`src/rtl/stream_checker_pkg.sv`:
```
// stream_checker_pkg: shared types and helpers for the incrementing-stream checker.
//   state_t   - checker FSM states (SEARCH, LOCKED)
//   WIDTH_DEF - default data word width
//   CNT_W_DEF - default counter width
//   sat_inc   - saturating increment for counters up to MAX_CNT_W bits
package stream_checker_pkg;

    localparam int unsigned WIDTH_DEF = 8;
    localparam int unsigned CNT_W_DEF = 16;
    localparam int unsigned MAX_CNT_W = 32;

    typedef enum logic [0:0] {
        SEARCH = 1'b0,
        LOCKED = 1'b1
    } state_t;

    // Increment v, holding at the all-ones value of a w-bit counter.
    function automatic logic [MAX_CNT_W-1:0] sat_inc(input logic [MAX_CNT_W-1:0] v,
                                                     input int unsigned         w);
        logic [MAX_CNT_W:0] lim;
        lim = ((MAX_CNT_W+1)'(1) << w) - (MAX_CNT_W+1)'(1);
        if ({1'b0, v} >= lim) begin
            return v;
        end
        return v + MAX_CNT_W'(1);
    endfunction

endpackage

```
`src/rtl/stream_checker_sat_counter.sv`:
```
// sat_counter: saturating up-counter with synchronous clear.
//   clk, rst - clock and synchronous active-high reset
//   inc      - count enable
//   clr      - zero the counter next cycle (wins over inc)
//   cnt      - registered count, holds at 2^CNT_W-1
module sat_counter
    import stream_checker_pkg::*;
#(
    parameter int unsigned CNT_W = CNT_W_DEF
) (
    input  logic             clk,
    input  logic             rst,
    input  logic             inc,
    input  logic             clr,
    output logic [CNT_W-1:0] cnt
);

    always_ff @(posedge clk) begin
        if (rst) begin
            cnt <= '0;
        end else if (clr) begin
            cnt <= '0;
        end else if (inc) begin
            cnt <= CNT_W'(sat_inc(MAX_CNT_W'(cnt), CNT_W));
        end
    end

endmodule

```
`config.mk`:
```
export PLATFORM = sky130hd
export DESIGN_NAME = sat_counter
export DESIGN_NICKNAME = d
export VERILOG_FILES = /design/src/rtl/stream_checker_pkg.sv /design/src/rtl/stream_checker_sat_counter.sv
export SDC_FILE = /design/constraint.sdc
export NUM_CORES = 1
export LEC_CHECK = 0
export BUFFER_PORTS_ARGS = -buffer_cell sky130_fd_sc_hd__buf_2
export CAP_MARGIN = 15
export CELL_PAD_IN_SITES_DETAIL_PLACEMENT = 2
export CELL_PAD_IN_SITES_GLOBAL_PLACEMENT = 2
export CORE_MARGIN = 8
export CORE_UTILIZATION = 30
export DETAILED_ROUTE_END_ITERATION = 8
export GPL_TIMING_DRIVEN = 0
export HOLD_SLACK_MARGIN = 0.06
export PLACE_DENSITY = 0.84
export SKIP_LAST_GASP = 1
export SYNTH_ARGS = -nofsm -noshare
export SYNTH_HDL_FRONTEND = slang
export SYNTH_SLANG_ARGS = --single-unit
```
`constraint.sdc`:
```
create_clock -name clk -period 4.05 [get_ports clk]
set_clock_uncertainty 0.2 [all_clocks]
set_input_delay 0.2025 -clock clk [delete_from_list [all_inputs] [get_ports clk]]
set_output_delay 0.2025 -clock clk [all_outputs]
set_load 0.02 [all_outputs]
```
==> results.toml <==
[outcome]
status = "completed"

[setup_path]
max_stage_delay_ns = 0.52
critical_path.max_fanout = 5
critPathLaunchType = "input port"
slowest_stage = "dlygate4sd3_1"
required_ns = 4.08
r2r_cells = 4
arrival_ns = 2.03
rrSetupSlack_ns = 2.07
path_cells = "dlygate4sd3_1 > buf_2 > and3_1 > nand4_1 > or4_1 > a21oi_1"
worstReg2RegStart = "cnt[2]$_SDFFE_PP0P_"
crit_start = "inc"
r2r_end = "cnt[14]$_SDFFE_PP0P_"
endpoint_kind = "flip-flop"
path_class = "input port to flip-flop"

[grt]
grt_usage_pct = 12.8
grt_pass1_wl_um = 5020
gr-total-overflow = 0
grt_max_degree = 10
grt_pass1_vias = 995
antenna_found_initial = 0

[clocking]
post_cts_buffers = 0
clkTransAtPathRegs_ns = 0.10
ctsRootBufferMaster = "clkbuf_4"
h-tree-depth = 1
worst_skew_pair.late_latency_ns = 0.31
numCtsBuffers = 3
clk_path_buf_depth = 2
cts_tree = "built"
cts_resized = 0
clock_sinks = 16

[synthesis]
postSynthAreaPerCell_um2 = 9.14
synthFlopType = "dfxtp_1"
synthXorXnorAreaFrac_pct = 1.01
synth.most_common_cell = "dfxtp_1"
syn_nets = 100
yosysTopAreaCell = "dfxtp_1"
synth-simple-area-share_pct = 38.2
synth_top_family_by_area = "simple AND/OR/NAND/NOR gates"
async_flop_share_pct = 0
ys_seq_elements = 16
ys_types = 33
synth_seq_area_share_pct = 36.9
synth_edf_count = 0
synth_top_cells_by_count = "dfxtp_1 (16), nand3_1 (8), a21oi_1 (7), nand2_1 (7), o21ai_0 (6)"
yosys_warnings = 0
synthAdderAreaFrac_pct = 1.44
syn-cell-area_um2 = 868
synth_compound_area_share_pct = 20.0
synthCells = 95
yosys-top-cells-area = "dfxtp_1 (37%), nand4_2 (5.8%), nor4_4 (4.9%)"
synthMuxAreaShare_pct = 1.15
synth_top_area_share_pct = 36.9

[power]
seqPwrFrac_pct = 55.3
pwr-share-clk_pct = 39.9
powerDensity_nw_per_um2 = 269
p_int_uw = 219
power_leakage_uw = 0.000455
ir_drop_mv = 0.171
swShare_pct = 23.8
switchingPower_uw = 68.5
combPwrFrac_pct = 4.8

[placement]
io_buffers = 19
routabilityCongestion = 0.763
place_hpwl_um = 2050

[hold_path]
hold_path_startpoint = "clr"
hold_class = "input port to flip-flop"
hold_end = "cnt[15]$_SDFFE_PP0P_"
holdPathStages = 3

[sta]
worstMarginPinSlew_ns = 0.628
slew_headroom_pct = 58.0
drv_slew = 0
finalHoldViolations = 0
min_period_over_period_pct = 49.2
setup_violations = 0
tns_ns = 0
max_freq_mhz = 502
fin_hold_ws_ns = 0.132
period_minus_slack_ns = 1.99
rsz0062_at_grt = "false"

[floorplanning]
fp.coreArea_um2 = 2760
die_w_um = 69.8
io_pins = 20
num_rows = 19
die_h_um = 69.8
initial_utilization_pct = 31.5
dieArea_um2 = 4870

[drt]
drt_first_pass_iters = 4
vias = 910
wl_per_cell_um = 20.3
drt-total-wl_um = 3090
drtAntennaViolNets = 0
viasPerCell = 5.99
drc = 0
drt-initial-drc-count = 27

[finish]
fin_nets = 127
area_growth_pct = 23.1
drive_above_1_share_pct = 27.3
antennaDiodeCount = 0
top_register = "cnt"
top_regs = "cnt (16)"
largest_reg_flops = 16

[run]
drv_cap = 0
how the worst max path moves through the flow:
stage | to | slack, ns | cells after the start
after floorplan | cnt[15]$_SDFFE_PP0P_ | 2.17 | 4
after global placement | cnt[15]$_SDFFE_PP0P_ | 2.23 | 5
after detailed placement | cnt[15]$_SDFFE_PP0P_ | 2.15 | 4
after CTS | cnt[11]$_SDFFE_PP0P_ | 2.09 | 6
after global routing | cnt[11]$_SDFFE_PP0P_ | 1.96 | 6
final | cnt[11]$_SDFFE_PP0P_ | 2.06 | 6
critical path: cells and delay by family:
kind	cells	cell delay [ns]
simple gates	3	1.00
buf+inv	2	0.67
compound gates	1	0.15
logic make-up after synthesis:
group,Yosys count
AND/OR/NAND/NOR,47
AO/OA/AOI/OAI,26
flip-flops,16
buffers and inverters,3
XOR/XNOR,1
multiplexers,1
adder cells (fa/ha/maj),1
metrics by stage:
step	worst slack, ns	utilization, %	total power [µW]	cells	cell area, µm²
after floorplan	2.17	-	168	95	868
after global placement	2.23	36.3	173	145	1000
after detailed placement	2.15	36.3	174	145	1000
after CTS	2.09	38.7	289	152	1070
after global routing	1.96	38.7	299	152	1070
final	2.06	38.7	287	152	1070
area by class of cell:
type                            instances  area (µm²)
Fill cell                             313        1690
Timing Repair Buffer                   22         125
Buffer                                  1        3.75
Clock buffer                            4        36.3
Sequential cell                        16         320
Multi-Input combinational cell         76         537
Tap cell                               31        38.8
Inverter                                2        7.51
layout by cell type, fill, tap and decap left out, types with 2 or more instances in the layout:
cell           count
buf_2             19
dfxtp_1           16
nand3_1            8
nand2_1            7
a21oi_1            7
o21ai_0            6
nand4_2            4
nor2_1             4
or3_1              4
nor3b_1            3
a31oi_1            3
o31ai_1            3
or4_1              3
clkbuf_4           3
dlygate4sd3_1      3
nor3_1             2
o211a_1            2
nor4_4             2
inv_1              2
nor4_1             2
o21a_1             2
layer usage:
metal / vias up / wire [µm] / track usage, %
met3: 11 / 126 / 4.58
met4: 0 / 124 / 7.14
met1: 455 / 1220 / 12.1
li1: 427 / - / -
met5: - / 0 / 0
met2: 17 / 1620 / 23.2
power by group through the flow:
stage | logic (µW) | registers [µW] | clock network [µW]
after floorplan | 5.22 | 163 | 0
after global placement | 10.9 | 162 | 0
after detailed placement | 11.5 | 162 | 0
after CTS | 13.7 | 159 | 117
after global routing | 15.2 | 159 | 125
final | 13.8 | 159 | 115
timing repair:
action | in CTS | in global routing
endpoints found under the setup margin | 0 | 0
hold endpoints to repair | 2 | 0
hold buffers | 3 | 0
Power figures use the tool's default switching activity.
